[src/rtl/midi_pkg.sv]
// Shared MIDI byte-class constants, parser state type and the note-to-playback-rate function.
package midi_pkg;

  localparam logic [3:0] STATUS_NOTE_OFF = 4'h8;
  localparam logic [3:0] STATUS_NOTE_ON  = 4'h9;
  localparam logic [7:0] SYS_RT_MIN      = 8'hF8;
  localparam logic [7:0] SYS_COMMON_MIN  = 8'hF0;

  // 2^(1/12) in Q24 fixed point
  localparam longint SEMITONE_Q24 = 64'sd17774841;

  typedef enum logic [1:0] {
    WAIT_STATUS,
    WAIT_D1,
    WAIT_D2
  } parse_state_t;

  // round(clk_hz / (440 * 2^((n-69)/12) * wave)), done in integer fixed point
  function automatic longint note_rate(input int n, input longint clk_hz, input longint wave);
    longint semi, k, oct, ratio, num, den;
    semi  = longint'(n) - 64'sd69;
    k     = ((semi % 64'sd12) + 64'sd12) % 64'sd12;
    oct   = (semi - k) / 64'sd12;
    ratio = 64'sd1 <<< 24;
    for (int i = 0; i < 11; i++) begin
      if (longint'(i) < k) ratio = (ratio * SEMITONE_Q24 + (64'sd1 <<< 23)) >>> 24;
    end
    num = clk_hz <<< 24;
    den = 64'sd440 * wave * ratio;
    if (oct < 0) num = num <<< (-oct);
    else         den = den <<< oct;
    return (num + den / 64'sd2) / den;
  endfunction

endpackage

[src/rtl/midi_message_parser_if.sv]
// Byte-stream input and note-event output bundle of the MIDI message parser.
interface midi_message_parser_if;
  logic [7:0]  byte_in;
  logic        byte_valid_in;
  logic        valid_out;
  logic        is_note_on_out;
  logic [23:0] cycles_between_samples_out;
  logic [6:0]  note_out;
  logic [6:0]  velocity_out;
  logic [7:0]  error_count_out;

  modport master (
    output byte_in, byte_valid_in,
    input  valid_out, is_note_on_out, cycles_between_samples_out,
    input  note_out, velocity_out, error_count_out
  );

  modport slave (
    input  byte_in, byte_valid_in,
    output valid_out, is_note_on_out, cycles_between_samples_out,
    output note_out, velocity_out, error_count_out
  );
endinterface

[src/rtl/midi_note_rate_lut.sv]
// 128x24 ROM of wavetable playback rates per MIDI note, one-cycle registered read.
module midi_note_rate_lut
  import midi_pkg::*;
#(
  parameter int CLK_HZ       = 100_000_000,
  parameter int WAVE_SAMPLES = 256
) (
  input  logic        clk_in,
  input  logic        rst_n_in,
  input  logic        rd_en,
  input  logic [6:0]  addr,
  output logic [23:0] rate
);

  logic [23:0] rom [128];

  for (genvar i = 0; i < 128; i++) begin : g_rom
    localparam longint RATE = note_rate(i, longint'(CLK_HZ), longint'(WAVE_SAMPLES));
    if (RATE <= 0 || RATE > 64'sh00FF_FFFF) begin : g_bad
      $error("note rate entry %0d does not fit in 24 bits or is zero", i);
    end
    assign rom[i] = RATE[23:0];
  end

  always_ff @(posedge clk_in or negedge rst_n_in) begin
    if (!rst_n_in)  rate <= '0;
    else if (rd_en) rate <= rom[addr];
  end

endmodule

[src/rtl/midi_message_parser.sv]
// MIDI byte stream to note on/off events, with running status, channel filter and real-time bypass.
module midi_message_parser
  import midi_pkg::*;
#(
  parameter int         CLK_HZ       = 100_000_000,
  parameter int         WAVE_SAMPLES = 256,
  parameter bit         OMNI         = 1'b1,
  parameter logic [3:0] CHANNEL      = 4'd0
) (
  input  logic           clk_in,
  input  logic           rst_n_in,
  midi_message_parser_if.slave bus
);

  parse_state_t state_q, state_d;
  logic [7:0] rs_q, rs_d;
  logic       rs_valid_q, rs_valid_d;
  logic       sys_ctx_q, sys_ctx_d;
  logic [6:0] d1_q, d1_d;
  logic [7:0] err_q, err_d;
  logic       done;
  logic [7:0] b;

  logic       ev_d, on_d;
  logic [6:0] vel_d;
  logic       ev_q, on_q;
  logic [6:0] note_q, vel_q;

  logic       valid_r, on_r;
  logic [6:0] note_r, vel_r;
  logic [23:0] rate;

  logic need_one, is_note, chan_ok;

  assign b        = bus.byte_in;
  assign need_one = (rs_q[7:5] == 3'b110);
  assign is_note  = (rs_q[7:4] == STATUS_NOTE_ON) || (rs_q[7:4] == STATUS_NOTE_OFF);
  assign chan_ok  = OMNI || (rs_q[3:0] == CHANNEL);

  always_comb begin
    state_d    = state_q;
    rs_d       = rs_q;
    rs_valid_d = rs_valid_q;
    sys_ctx_d  = sys_ctx_q;
    d1_d       = d1_q;
    err_d      = err_q;
    done       = 1'b0;
    if (bus.byte_valid_in) begin
      if (b >= SYS_RT_MIN) begin
        // real-time bytes pass through without touching parser state
      end else if (b >= SYS_COMMON_MIN) begin
        rs_valid_d = 1'b0;
        sys_ctx_d  = 1'b1;
        state_d    = WAIT_STATUS;
      end else if (b[7]) begin
        rs_d       = b;
        rs_valid_d = 1'b1;
        sys_ctx_d  = 1'b0;
        state_d    = WAIT_D1;
      end else begin
        case (state_q)
          WAIT_STATUS: if (!rs_valid_q && !sys_ctx_q && err_q != 8'hFF) err_d = err_q + 8'd1;
          WAIT_D1: begin
            d1_d = b[6:0];
            if (need_one) done = 1'b1;
            else          state_d = WAIT_D2;
          end
          WAIT_D2: begin
            done    = 1'b1;
            state_d = WAIT_D1;
          end
          default: state_d = WAIT_STATUS;
        endcase
      end
    end
  end

  // Single-data-byte messages never qualify as notes, so d1_q/b are always note/velocity here
  assign ev_d  = done && is_note && chan_ok;
  assign on_d  = (rs_q[7:4] == STATUS_NOTE_ON) && (b[6:0] != 7'd0);
  assign vel_d = on_d ? b[6:0] : 7'd0;

  always_ff @(posedge clk_in or negedge rst_n_in) begin
    if (!rst_n_in) begin
      state_q    <= WAIT_STATUS;
      rs_q       <= '0;
      rs_valid_q <= 1'b0;
      sys_ctx_q  <= 1'b0;
      d1_q       <= '0;
      err_q      <= '0;
      ev_q       <= 1'b0;
      on_q       <= 1'b0;
      note_q     <= '0;
      vel_q      <= '0;
      valid_r    <= 1'b0;
      on_r       <= 1'b0;
      note_r     <= '0;
      vel_r      <= '0;
    end else begin
      state_q    <= state_d;
      rs_q       <= rs_d;
      rs_valid_q <= rs_valid_d;
      sys_ctx_q  <= sys_ctx_d;
      d1_q       <= d1_d;
      err_q      <= err_d;
      ev_q       <= ev_d;
      if (ev_d) begin
        on_q   <= on_d;
        note_q <= d1_q;
        vel_q  <= vel_d;
      end
      valid_r <= ev_q;
      if (ev_q) begin
        on_r   <= on_q;
        note_r <= note_q;
        vel_r  <= vel_q;
      end
    end
  end

  midi_note_rate_lut #(
    .CLK_HZ      (CLK_HZ),
    .WAVE_SAMPLES(WAVE_SAMPLES)
  ) u_lut (
    .clk_in  (clk_in),
    .rst_n_in(rst_n_in),
    .rd_en   (ev_q),
    .addr    (note_q),
    .rate    (rate)
  );

  assign bus.valid_out                  = valid_r;
  assign bus.is_note_on_out             = on_r;
  assign bus.note_out                   = note_r;
  assign bus.velocity_out               = vel_r;
  assign bus.cycles_between_samples_out = rate;
  assign bus.error_count_out            = err_q;

endmodule

[src/flat_wrapper.sv]
// flat-port wrapper written by rule: the top's interface ports become plain ports
module midi_message_parser_flat import midi_pkg::*;
#(
  parameter int         CLK_HZ       = 100_000_000,
  parameter int         WAVE_SAMPLES = 256,
  parameter bit         OMNI         = 1'b1,
  parameter logic [3:0] CHANNEL      = 4'd0
)
  (clk_in, rst_n_in, bus_byte_in, bus_byte_valid_in, bus_valid_out, bus_is_note_on_out, bus_cycles_between_samples_out, bus_note_out, bus_velocity_out, bus_error_count_out);
  midi_message_parser_if bus_i ();
  input  logic clk_in;
  input  logic rst_n_in;
  input wire logic [$bits(bus_i.byte_in)-1:0] bus_byte_in;
  input wire logic [$bits(bus_i.byte_valid_in)-1:0] bus_byte_valid_in;
  output wire logic [$bits(bus_i.valid_out)-1:0] bus_valid_out;
  output wire logic [$bits(bus_i.is_note_on_out)-1:0] bus_is_note_on_out;
  output wire logic [$bits(bus_i.cycles_between_samples_out)-1:0] bus_cycles_between_samples_out;
  output wire logic [$bits(bus_i.note_out)-1:0] bus_note_out;
  output wire logic [$bits(bus_i.velocity_out)-1:0] bus_velocity_out;
  output wire logic [$bits(bus_i.error_count_out)-1:0] bus_error_count_out;
  assign bus_i.byte_in = bus_byte_in;
  assign bus_i.byte_valid_in = bus_byte_valid_in;
  assign bus_valid_out = bus_i.valid_out;
  assign bus_is_note_on_out = bus_i.is_note_on_out;
  assign bus_cycles_between_samples_out = bus_i.cycles_between_samples_out;
  assign bus_note_out = bus_i.note_out;
  assign bus_velocity_out = bus_i.velocity_out;
  assign bus_error_count_out = bus_i.error_count_out;
  midi_message_parser #(.CLK_HZ(CLK_HZ), .WAVE_SAMPLES(WAVE_SAMPLES), .OMNI(OMNI), .CHANNEL(CHANNEL)) u_core (.clk_in(clk_in), .rst_n_in(rst_n_in), .bus(bus_i));
endmodule
[config.mk]
export PLATFORM = sky130hd
export DESIGN_NAME = midi_message_parser_flat
export DESIGN_NICKNAME = d
export VERILOG_FILES = /design/src/rtl/midi_pkg.sv /design/src/rtl/midi_message_parser_if.sv /design/src/rtl/midi_note_rate_lut.sv /design/src/rtl/midi_message_parser.sv /design/src/flat_wrapper.sv
export SDC_FILE = /design/constraint.sdc
export NUM_CORES = 1
export LEC_CHECK = 0
export BUFFER_PORTS_ARGS = -buffer_cell sky130_fd_sc_hd__buf_4
export CAP_MARGIN = 20
export CORE_MARGIN = 2
export CORE_UTILIZATION = 40
export DETAILED_ROUTE_END_ITERATION = 8
export PLACE_DENSITY_LB_ADDON = 0.15
export SLEW_MARGIN = 30
export SYNTH_ARGS = -nofsm -noshare
export SYNTH_HDL_FRONTEND = slang
export SYNTH_SLANG_ARGS = --single-unit
[constraint.sdc]
create_clock -name clk_in -period 7.71 [get_ports clk_in]
set_input_delay 0.771 -clock clk_in [delete_from_list [all_inputs] [get_ports clk_in]]
set_output_delay 0.771 -clock clk_in [all_outputs]
set_load 0.01 [all_outputs]
# After elaboration in Yosys (flattened, before gate mapping)
# Memory sizes are Yosys's and may differ from the RTL's. A register that Yosys moved wholly into a read port is not among the register bits.
# Index checks and enable logic that the tools add are counted.
# op_classes
bitwise_logic,4
addsub,1
magnitude_cmp,2
n_eq_ne,8
reduce_logical,16
n_mux,15
# ops
op,count
8-bit greater-or-equal comparator (second input constant),2
1-bit two-way mux,9
8-bit by 1-bit adder with 8-bit output (second input constant),1
4-bit equality test (second input constant),2
8-bit inequality test (second input constant),1
7-bit NOT with 8-bit output,1
4-bit AND reduction,2
7-bit two-way mux,1
7-bit nonzero test,1
2-bit two-way mux,3
2-bit case mux with 3 select lines,1
6-bit AND reduction,1
5-bit AND reduction,1
1-bit logical AND,4
4-bit inequality test (second input constant),1
3-bit equality test (second input constant),1
1-bit logical NOT,3
3-bit by 2-bit inequality test with 1-bit output (second input constant),1
1-bit NOT,3
3-bit AND reduction,1
2-bit by 1-bit equality test with 1-bit output (second input constant),1
2-bit equality test (second input constant),1
2-bit logical NOT,1
1-bit case mux with 2 select lines,1
other kinds (2),2
# word_totals
register_bits,59
output_inout_bits,48
mem_bits_ro,3072
memories,1
wordCells,61
# memory_table
memory,words,word_bits,rd,rd_ports_with_merged_regs,wr,line_no,text
(no name shown),128,24,1,1,0,midi_note_rate_lut.sv:27,else if (rd_en) rate <= rom[addr];

# Longest topological paths before layout
# Gate-level depths: netlist of run 1.
# depth
ltp_word,8
mapped_depth,10
ltp_nobuf,7

# By module
# From an unflattened synthesis of run 1, not the netlist that was laid out.
# hier_totals
hier_cells,576
hier_area_um2,5107.4
# by_module_without_submodules
module,seq_area_each_um2,n_inst,area_per_inst_um2,cells_per_inst
midi_note_rate_lut,400.4,1,2807.7,386
midi_message_parser,1376.3,1,2299.7,190

# Worst setup path before layout of run 1
# Ideal clock, no wire load.
# synth_timing
path_kind,register to register
start,register u_core.note_q[1]
end,register u_core.u_lut.rate[8]
stages_incl_launch_ff,10
setup_slack_ps,5228
t_arrival_ps,2351
period_less_slack_ps,2482
required_time_ps,7579
cell_sequence,dfrtp_1 clkbuf_1 inv_1 ha_1 buf_2 nor2b_1 or2_0 mux4_2 nor2_1 or3_1
# synth_between
elab_chain_cells,1
# synth_rtl
item,line_no,text
from (decl),midi_message_parser.sv:27,"logic [6:0] note_q, vel_q;"
from (signal assigned),midi_message_parser.sv:109,note_q <= d1_q;
7-bit NOT with 8-bit output (implied by the code),midi_note_rate_lut.sv:27,
to (decl),midi_note_rate_lut.sv:12,output logic [23:0] rate
# No other way between the ends.
# A chain may end at the register's enable or synchronous reset.

# Worst setup path in the final report of run 1
# layout_timing
start,register u_core.note_q[0]
end,register u_core.u_lut.rate[5]
# Same word-level chain as after synthesis.

==> results of run 1 <==
power by group through the flow:
stage	Clock [W]	Sequential, W	Combinational (W)
after CTS	0.000432	0.000439	0.000225
final	0.000420	0.000439	0.000228
after floorplan	0	0.000440	0.000157
after detailed placement	0	0.000445	0.000224
after global routing	0.000446	0.000443	0.000250
after global placement	0	0.000444	0.000226
routing by layer:
metal | routed length, um | share of wire [%] | GRT usage [%]
met5 | 0 | 0 | 0
met4 | 538 | 3.5 | 10.9
met3 | 1520 | 9.8 | 5.81
met2 | 6690 | 43 | 33.0
met1 | 6770 | 44 | 34.9
synthesized netlist by cell type, types with 12 or more instances:
library cell,n,share of area [%]
nand2_1,62,4.7
nand2b_1,15,1.9
mux2_2,25,5.7
o211ai_1,12,1.8
nor2b_1,14,1.8
o21ai_0,30,3.0
buf_2,22,2.2
dfrtp_1,71,36
nand3_1,18,1.8
clkbuf_1,17,1.3
a31oi_1,12,1.5
nor2_1,34,2.6
inv_1,13,0.98
ha_1,13,3.3
a21oi_1,32,3.2
layout make-up:
class	count	area, sq um	area share [%]
clock buffers	11	243	4.33
clock inverters	5	57.6	1.03
inverters	16	60.1	1.07
multi-input cells	426	2840	50.7
flip-flops and latches	71	1780	31.7
well taps	168	210	3.75
repair buffers	55	417	7.43
flip-flops by register name, indices dropped and copies added, names as in the netlist:
signal / count
u_core.bus.error_count_out: 8
u_core.bus.is_note_on_out: 1
u_core.bus.note_out: 7
u_core.bus.valid_out: 1
u_core.bus.velocity_out: 7
u_core.d1_q: 7
u_core.ev_q: 1
u_core.note_q: 7
u_core.on_q: 1
u_core.rs_q: 4
u_core.rs_valid_q: 1
u_core.state_q: 2
u_core.sys_ctx_q: 1
u_core.u_lut.rate: 16
u_core.vel_q: 7
how the worst min path moves through the flow:
stage	end	slack, ps	cells after the start
6_report	u_core.u_lut.rate[9]	430	1
5_1_grt	u_core.u_lut.rate[9]	490	1
4_1_cts	u_core.vel_q[6]	470	2
3_5_place_dp	u_core.vel_q[3]	460	2
3_3_place_gp	u_core.vel_q[2]	460	2
2_1_floorplan	u_core.bus.valid_out	350	0
worst register-to-register path, cell delays in order, from the launching register on:
cell and delay, ps:
dfrtp_1 810, inv_1 280, ha_1 650, nor2b_1 570, nor3_1 110, a2111oi_0 450, a31oi_1 80, a31oi_1 220
logic make-up after synthesis:
group / after synthesis
compound gates: 174
other cells: 1
xor+xnor: 11
buf+inv: 72
simple gates: 186
flops: 71
mux: 34
fa+ha+maj: 13
metrics by stage:
step                util [%]  area [sq um]  hold WS (ps)  cells
floorplan                  -          5000           352    569
global placement        44.0          5310           457    736
detailed placement      44.0          5310           458    736
CTS                     46.5          5610           473    752
global route            46.5          5610           487    752
finish                  46.5          5610           431    752
==> run metrics, run 1 <==
most frequent cells in the layout=dfrtp_1 (69), nand2_1 (62), buf_4 (54); # port buffers=50; Tmin final=3240 ps; global-route wire length before repair=around 24 mm; R2R setup slack=between 4000 and 5000 ps; TritonCTS clock tree=done; I/O Pins=59; Post-synth EDFFs=0; largest net degree at the start of global routing=77; crit path max-delay cell type=dfrtp_1; R2R depth=7; max-slew violations=0; Fillers=approximately 1200; Initial Utilization=41.2%; unrepaired setup endpoints after global routing=no; initial antenna violation count=0; core area=12100 sq um; Post-Route WL=approximately 16 mm; maximum VDD drop=between 0.15 and 0.2 mV; largest stage delay on the critical path=between 800 and 900 ps; Worst Hold Class=in -> async; Cell variety after synth=75; # rows=40; total track usage=about a quarter; H-tree depth=3; final period utilization=a little over two fifths; Final GP Congestion=between 0.9 and 1; Remaining DRCs=0; Clock Latency Late Sink=roughly 340 ps; post-synthesis async set-or-reset flop share=100%; leading cell type in the layout, fill and taps excluded=dfrtp_1; CTS Sinks=71; ratio of cells with drive above 1 in the final layout=between 15 and 20%; startpoint types=flop; internal power=0.000762 W; mean post-synth cell area=roughly 8.8 sq um; ANT nets after route=0; post-CTS resize count=0; post-CTS setup buffer count=0; DR iter-0 viols=approximately 600; sequential cell fraction of total power=40.4%; synthesized area=just under 5000 sq um; Fin. Hold Viols=0; Clock Skew=between 8 and 9 ps; Slew headroom=48.6%; Comb pwr share=approximately a fifth; Crit path max-delay family=flip-flops; Worst-path clk slew=approximately 60 ps; post-synthesis mux area share=between 8 and 9%; Root Driver=clkbuf_16; largest family of logic cells by synthesized area=compound AO/OA/AOI/OAI gates; adder-cell share of the synthesized area=about 3.3%; CTS Buf Count=9; via density per instance=6.18; Routed WL per cell=a little over 20 um; Synth Instances=roughly 560; register area share after synthesis=roughly 36%; CTS Buffer Depth=2; status=completed; critical-path cell list=inv_1, ha_1, nor2b_1, nor3_1, a2111oi_0, a31oi_1, a31oi_1; Leak=~2.5 nW; DIE AREA=around 13000 sq um; setup ws final=4470 ps; final net count=around 600; CP required=between 7000 and 8000 ps; CP arrival=around 3500 ps; pwr dens=194 nW/um^2; Setup crit start=u_core.note_q[0]; XOR/XNOR share of the synthesized area=1.94%; endpoint class of the critical path=flop; final setup violation count=0; Placement Setup Slack=4610 ps; Die X=roughly 120 um; simple-gate share of the synthesized area=between 10% and 20%; worst path bufs/invs=1; compound-gate portion of the synthesized area=approximately a quarter; CP Class=reg -> reg; setup TNS=0 ps; YS warnings=0; vias=approximately 4600; most used flip-flop cell after synthesis=dfrtp_1; Yosys reg bits=between 70 and 80; CP Max Fanout=21; Max Cap Viol=0; cts hold-fix bufs=0; Net Switching=around 0.00033 W; Sw Share=between 20% and 30%; synthesis-to-finish area growth=12.9%; grt ovf=0; Pwr Total=between 0.001 and 0.0015 W; most used cell, CP=a31oi_1; r2r endpoint=u_core.u_lut.rate[5]; hpwl dp=about 10 mm; Clk pwr share=approximately two fifths; Max Clk Rate=between 300 and 400 MHz; drt pass-1 iters=6; crit path capture=u_core.u_lut.rate[5]; # diodes=0; FF-to-FF Start=u_core.note_q[0]; cell count along the critical path=7; worst-margin pin slew=about 770 ps; vias in the first global route=~4300; Die Y=between 100 and 150 um
(Power assumes the default switching activity.)
==> run 2: changes to the inputs <==
==> constraint.sdc (replaced) <==
create_clock -name clk_in -period 3.3 [get_ports clk_in]
set_input_delay 0.33 -clock clk_in [delete_from_list [all_inputs] [get_ports clk_in]]
set_output_delay 0.33 -clock clk_in [all_outputs]
set_load 0.01 [all_outputs]
==> run 2 against run 1 <==
  * The run now ends with DRC, hold timing left
  * Total power up 140%
  * Register-to-register slack worse by 3800 ps
  * Routed wire length up 0.57%
  * Fmax up 25%
  * Count of clock-buffer cells in the layout up 1
  * Critical path type unchanged
  * Critical endpoint is now u_core.u_lut.rate[8]
  * Highest routed layer unchanged
==> run metrics, run 2 (synthesis results as in run 1) <==
status=complete, but fails checks; violations in the final reports=DRC, hold timing; Leak=2.52 nW (+1.5%); pwr dens=457 nW/um^2 (+140%); core area=12100 sq um (unchanged); Fin. Hold Viols=9 (+9); CP Max Fanout=13 (-38%); Root Driver=clkbuf_16; Die Y=115 um (unchanged); Worst-path clk slew=60 ps (about the same); unrepaired setup endpoints after global routing=no; H-tree depth=3 (unchanged); drt pass-1 iters=9 (+3); post-CTS setup buffer count=0 (unchanged); DIE AREA=13300 sq um (unchanged); Most flops, register=u_core.u_lut.rate; Max Clk Rate=387 MHz (+25%); initial antenna violation count=0 (unchanged); GR Util met2=35.6% (+2.5 points); Fillers=1188 (+1.1%); via density per instance=6.27 (+1.5%); # rows=40 (unchanged); ANT nets after route=0 (unchanged); TritonCTS clock tree=done; most frequent cells in the layout=dfrtp_1 (69), nand2_1 (62), buf_4 (61); Max Cap Viol=0 (unchanged); largest net degree at the start of global routing=72 (-6.5%); # port buffers=50 (unchanged); Slew headroom=54.9% (+6.2 points); post-CTS resize count=0 (unchanged); final net count=610 (+1.2%); Net Switching=0.000770 W (+140%); I/O Pins=59 (unchanged); DR iter-0 viols=658 (+9.1%); final setup violation count=0 (unchanged); Clock Latency Late Sink=340 ps (about the same); # diodes=0 (unchanged); R2R setup slack=720 ps (-3750 ps); Comb pwr share=20.3% (-0.7 points); Die X=115 um (unchanged); Sw Share=29.6% (-0.33 points); sequential cell fraction of total power=40.1% (-0.3 points); synthesis-to-finish area growth=14.3%; GR Util met1=34.3% (-0.59 points); endpoint class of the critical path=flop; CP arrival=2810 ps (-690 ps); max-slew violations=0 (unchanged); setup TNS=0 ps (unchanged); Remaining DRCs=3 (+3); hpwl dp=10.7 mm (+2.2%); max reg flops=16 (unchanged); Final GP Congestion=0.984 (+2.2%); CP required=3520 ps (-4450 ps); Initial Utilization=41.2% (unchanged); final period utilization=78.3% (+36 points); worst-margin pin slew=677 ps (-93.5 ps); grt peak-use layer=met2; vias in the first global route=4541 (+5.3%); internal power=0.00183 W (+140%); Worst Hold Class=in -> async; Clk pwr share=39.6% (+1.0 points); Clock Skew=9.37 ps (+0.963 ps); cts hold-fix bufs=0 (unchanged); total track usage=24.2% (+0.33 points); leading cell type in the layout, fill and taps excluded=dfrtp_1; Tmin final=2580 ps (-656 ps); GRT met3 Usage=5.02% (-0.78 points); post-route insts no fill=759 (+0.93%); CP Class=reg -> reg; global-route wire length before repair=24.8 mm (+1.4%); grt ovf=0 (unchanged); vias=4761 (+2.5%); startpoint types=flop; Pwr Total=0.00260 W (+140%); Post-Route WL=15.6 mm (+0.57%); CTS Buffer Depth=2 (unchanged); CTS Buf Count=9 (unchanged); maximum VDD drop=0.291 mV (+83%); Routed WL per cell=20.6 um (-0.36%); ratio of cells with drive above 1 in the final layout=20.5% (+1.1 points); CTS Sinks=71 (unchanged); WHS=-33.9 ps (-465 ps); placed insts=743 (+0.95%)
-- run 2: cell types whose count changed in the layout (fill, tap and decap cells not counted) --
cell	previous run	this run
buf_4	54	61
clkbuf_1	1	0
clkbuf_8	1	3
clkinv_2	2	1
clkinv_4	2	0
clkinvlp_4	0	1
dfrtp_2	2	1
dfrtp_4	0	1
inv_6	0	1
-- run 2: stage by stage --
stage	hold WS, ps	instance area (sq um)	util, %	worst slack, ps
detailed placement	461	5360	44.4	754
global route	35.4	5680	47.1	521
finish	-33.9	5680	47.1	716
global placement	451	5360	44.4	784
CTS	163	5680	47.1	748
floorplan	34.4	5000	-	818
-- run 2: power groups by stage --
stage                     clock, W  sequential (W)  combinational (W)
after floorplan                  0         0.00103           0.000366
after global placement           0         0.00105           0.000514
after detailed placement         0         0.00105           0.000515
after CTS                  0.00105         0.00104           0.000517
after global routing       0.00109         0.00106           0.000581
final                      0.00103         0.00104           0.000526
-- run 2: worst paths after layout --
path,from,endpoint,cells past startpoint
worst min register to register,u_core.vel_q[6],u_core.vel_q[6],2
min in group clk_in,bus_byte_in[3],u_core.vel_q[3],3
worst max-delay path,u_core.note_q[1],u_core.u_lut.rate[8],7
worst max register to register,u_core.note_q[1],u_core.u_lut.rate[8],7
max in group asynchronous,rst_n_in,u_core.note_q[3],1
worst min-delay path,rst_n_in,u_core.u_lut.rate[9],1
-- run 2: per-layer routing --
metal / vias up / wire, um / part of all wire, %
met5: - / 0 / 0
met3: 66 / 1560 / 10
met2: 332 / 7050 / 45
li1: 2101 / - / -
met4: 0 / 497 / 3.2
met1: 2262 / 6490 / 42
-- run 2: cell type report --
cell class	count	area, sq um	area share, %
Tap cell	168	210	3.70
Inverter	16	60.1	1.06
Sequential cell	71	1780	31.4
Multi-Input combinational cell	426	2840	50.0
Clock buffer	12	267	4.69
Timing Repair Buffer	62	469	8.26
Clock inverter	4	51.3	0.903
-- run 2: critical path, stage by stage, from the launching register on --
cell and delay [ps]:
dfrtp_1 380, inv_1 260, ha_1 460, nor2b_1 570
or2_0 170, mux4_2 220, nor2_1 40, or3_1 370
==> run 3: changes to the inputs <==
==> constraint.sdc (replaced) <==
create_clock -name clk_in -period 2.2 [get_ports clk_in]
set_input_delay 0.22 -clock clk_in [delete_from_list [all_inputs] [get_ports clk_in]]
set_output_delay 0.22 -clock clk_in [all_outputs]
set_load 0.01 [all_outputs]
==> run 3 against run 2 <==
  * The flow now finishes without violations
  * Clock skew grew 2.7 ps
  * First-iteration DRC count fell by 17%
  * Sequential share of layout area shrank 2.1 points
  * Largest power group unchanged
==> run metrics, run 3 (synthesis results as in run 1) <==
Max Clk Rate=475 MHz (+23%); leading cell type in the layout, fill and taps excluded=buf_4; drt pass-1 iters=5 (-4); Most flops, register=u_core.u_lut.rate; endpoint class of the critical path=flop; vias in the first global route=4575 (+0.75%); # rows=40 (unchanged); CP arrival=2380 ps (-430 ps); DP Area=5760 sq um (+7.5%); hpwl dp=11.6 mm (+8.9%); CP required=2480 ps (-1040 ps); Sw Share=31.0% (+1.4 points); via density per instance=5.97 (-4.8%); hold path cells=2; maximum VDD drop=0.383 mV (+32%); total track usage=25.0% (+0.79 points); Remaining DRCs=0 (-3); CTS Buffer Depth=2 (unchanged); grt ovf=0 (unchanged); Slew headroom=63.2% (+8.3 points); status=completed; TritonCTS clock tree=done; synthesis-to-finish area growth=22.8%; DIE AREA=13300 sq um (unchanged); Comb pwr share=23.4% (+3.1 points); largest net degree at the start of global routing=72 (unchanged); startpoint types=flop; I/O Pins=59 (unchanged); initial antenna violation count=0 (unchanged); core area=12100 sq um (unchanged); Die Y=115 um (unchanged); Finished Cell Area=6100 sq um (+7.4%); global-route wire length before repair=25.4 mm (+2.4%); Die X=115 um (unchanged); R2R depth=7 (unchanged); unrepaired setup endpoints after global routing=yes; sequential cell fraction of total power=40.5% (+0.4 points); # diodes=0 (unchanged); # port buffers=50 (unchanged); setup TNS=0 ps (unchanged); vias=4811 (+1.1%); Tmin final=2110 ps (-477 ps); pwr dens=626 nW/um^2 (+37%); final net count=657 (+7.7%); Final GP Congestion=0.978 (-0.54%); DR iter-0 viols=548 (-17%); final setup violation count=0 (unchanged); post-layout util=50.6% (+3.5 points); Fin. Hold Viols=0 (-9); internal power=0.00264 W (+44%); worst-margin pin slew=550 ps (-127 ps); Leak=2.74 nW (+9.0%); Worst-path clk slew=60 ps (about the same); max-slew violations=0 (unchanged); Clock Latency Late Sink=340 ps (about the same); H-tree depth=3 (unchanged); Clk pwr share=36.1% (-3.5 points); Routed WL per cell=19.8 um (-3.8%); Post-Route WL=15.9 mm (+2.2%); CTS Buf Count=9 (unchanged); Net Switching=0.00119 W (+54%); Root Driver=clkbuf_16; ratio of cells with drive above 1 in the final layout=28.7% (+8.2 points); Clock Skew=12.0 ps (+2.67 ps); final period utilization=95.8% (+17 points); Worst Hold Class=in -> reg; CTS Sinks=71 (unchanged); most frequent cells in the layout=buf_4 (103), dfrtp_1 (67), nand2_1 (62); CP Max Fanout=11 (-2); CP Class=reg -> reg; Initial Utilization=41.2% (unchanged); max reg flops=16 (unchanged); Max Cap Viol=0 (unchanged); ANT nets after route=0 (unchanged)
[run 3: cell type report]
cell class / count / area, sq um
fill: 1150 / 5960
multi-input combinational: 426 / 2890
sequential: 71 / 1780
timing repair buffer: 109 / 875
clock buffer: 10 / 239
tap: 168 / 210
inverter: 16 / 60.1
clock inverter: 6 / 43.8
[run 3: power groups by stage]
stage / Clock, W / Combinational, W / Sequential (W)
finish: 0.00138 / 0.000893 / 0.00155
global route: 0.00146 / 0.000978 / 0.00157
CTS: 0.00141 / 0.000877 / 0.00155
detailed placement: 0 / 0.000870 / 0.00157
global placement: 0 / 0.000865 / 0.00156
floorplan: 0 / 0.000552 / 0.00154
[run 3: layer usage]
metal	GRT usage, %	part of all wire (%)
met1	36.0	43
met2	35.8	44
met3	6.01	9.5
met4	10.1	2.9
met5	0	0
[run 3: metrics by stage]
stage,total power [W],hold slack [ps],instances,setup WS (ps)
after global routing,0.00401,139,806,7.67
after CTS,0.00384,131,806,11.9
after detailed placement,0.00244,260,789,-4.94
final,0.00382,143,806,92.6
after global placement,0.00243,257,789,56.9
after floorplan,0.00210,-75.6,569,10.6
[run 3: what timing repair did]
action                     CTS  global route
hold endpoints to repair    71             0
setup buffers                0             0
pin swaps                    0             2
hold buffers                 1             0
setup endpoints to repair    1             9
resized for setup            1            12
[run 3: path summary, 6_finish.rpt]
| check | from | to | slack, ps |
|---|---|---|---|
| hold / removal | bus_byte_in[2] | u_core.d1_q[2] | 140 |
| max in group asynchronous | rst_n_in | u_core.note_q[3] | 1420 |
| min in group asynchronous | rst_n_in | u_core.u_lut.rate[13] | 420 |
| setup / recovery | u_core.note_q[1] | u_core.u_lut.rate[6] | 90 |
| hold reg to reg | u_core.vel_q[5] | u_core.vel_q[5] | 460 |
| setup reg to reg | u_core.note_q[1] | u_core.u_lut.rate[6] | 90 |
[run 3: critical path: stages (launching register included)]
cell and delay (ps):
dfrtp_2 400, buf_4 190, ha_2 230, nor2b_1 320
nor2_1 150, mux4_2 500, nor2_1 130, a211o_1 120
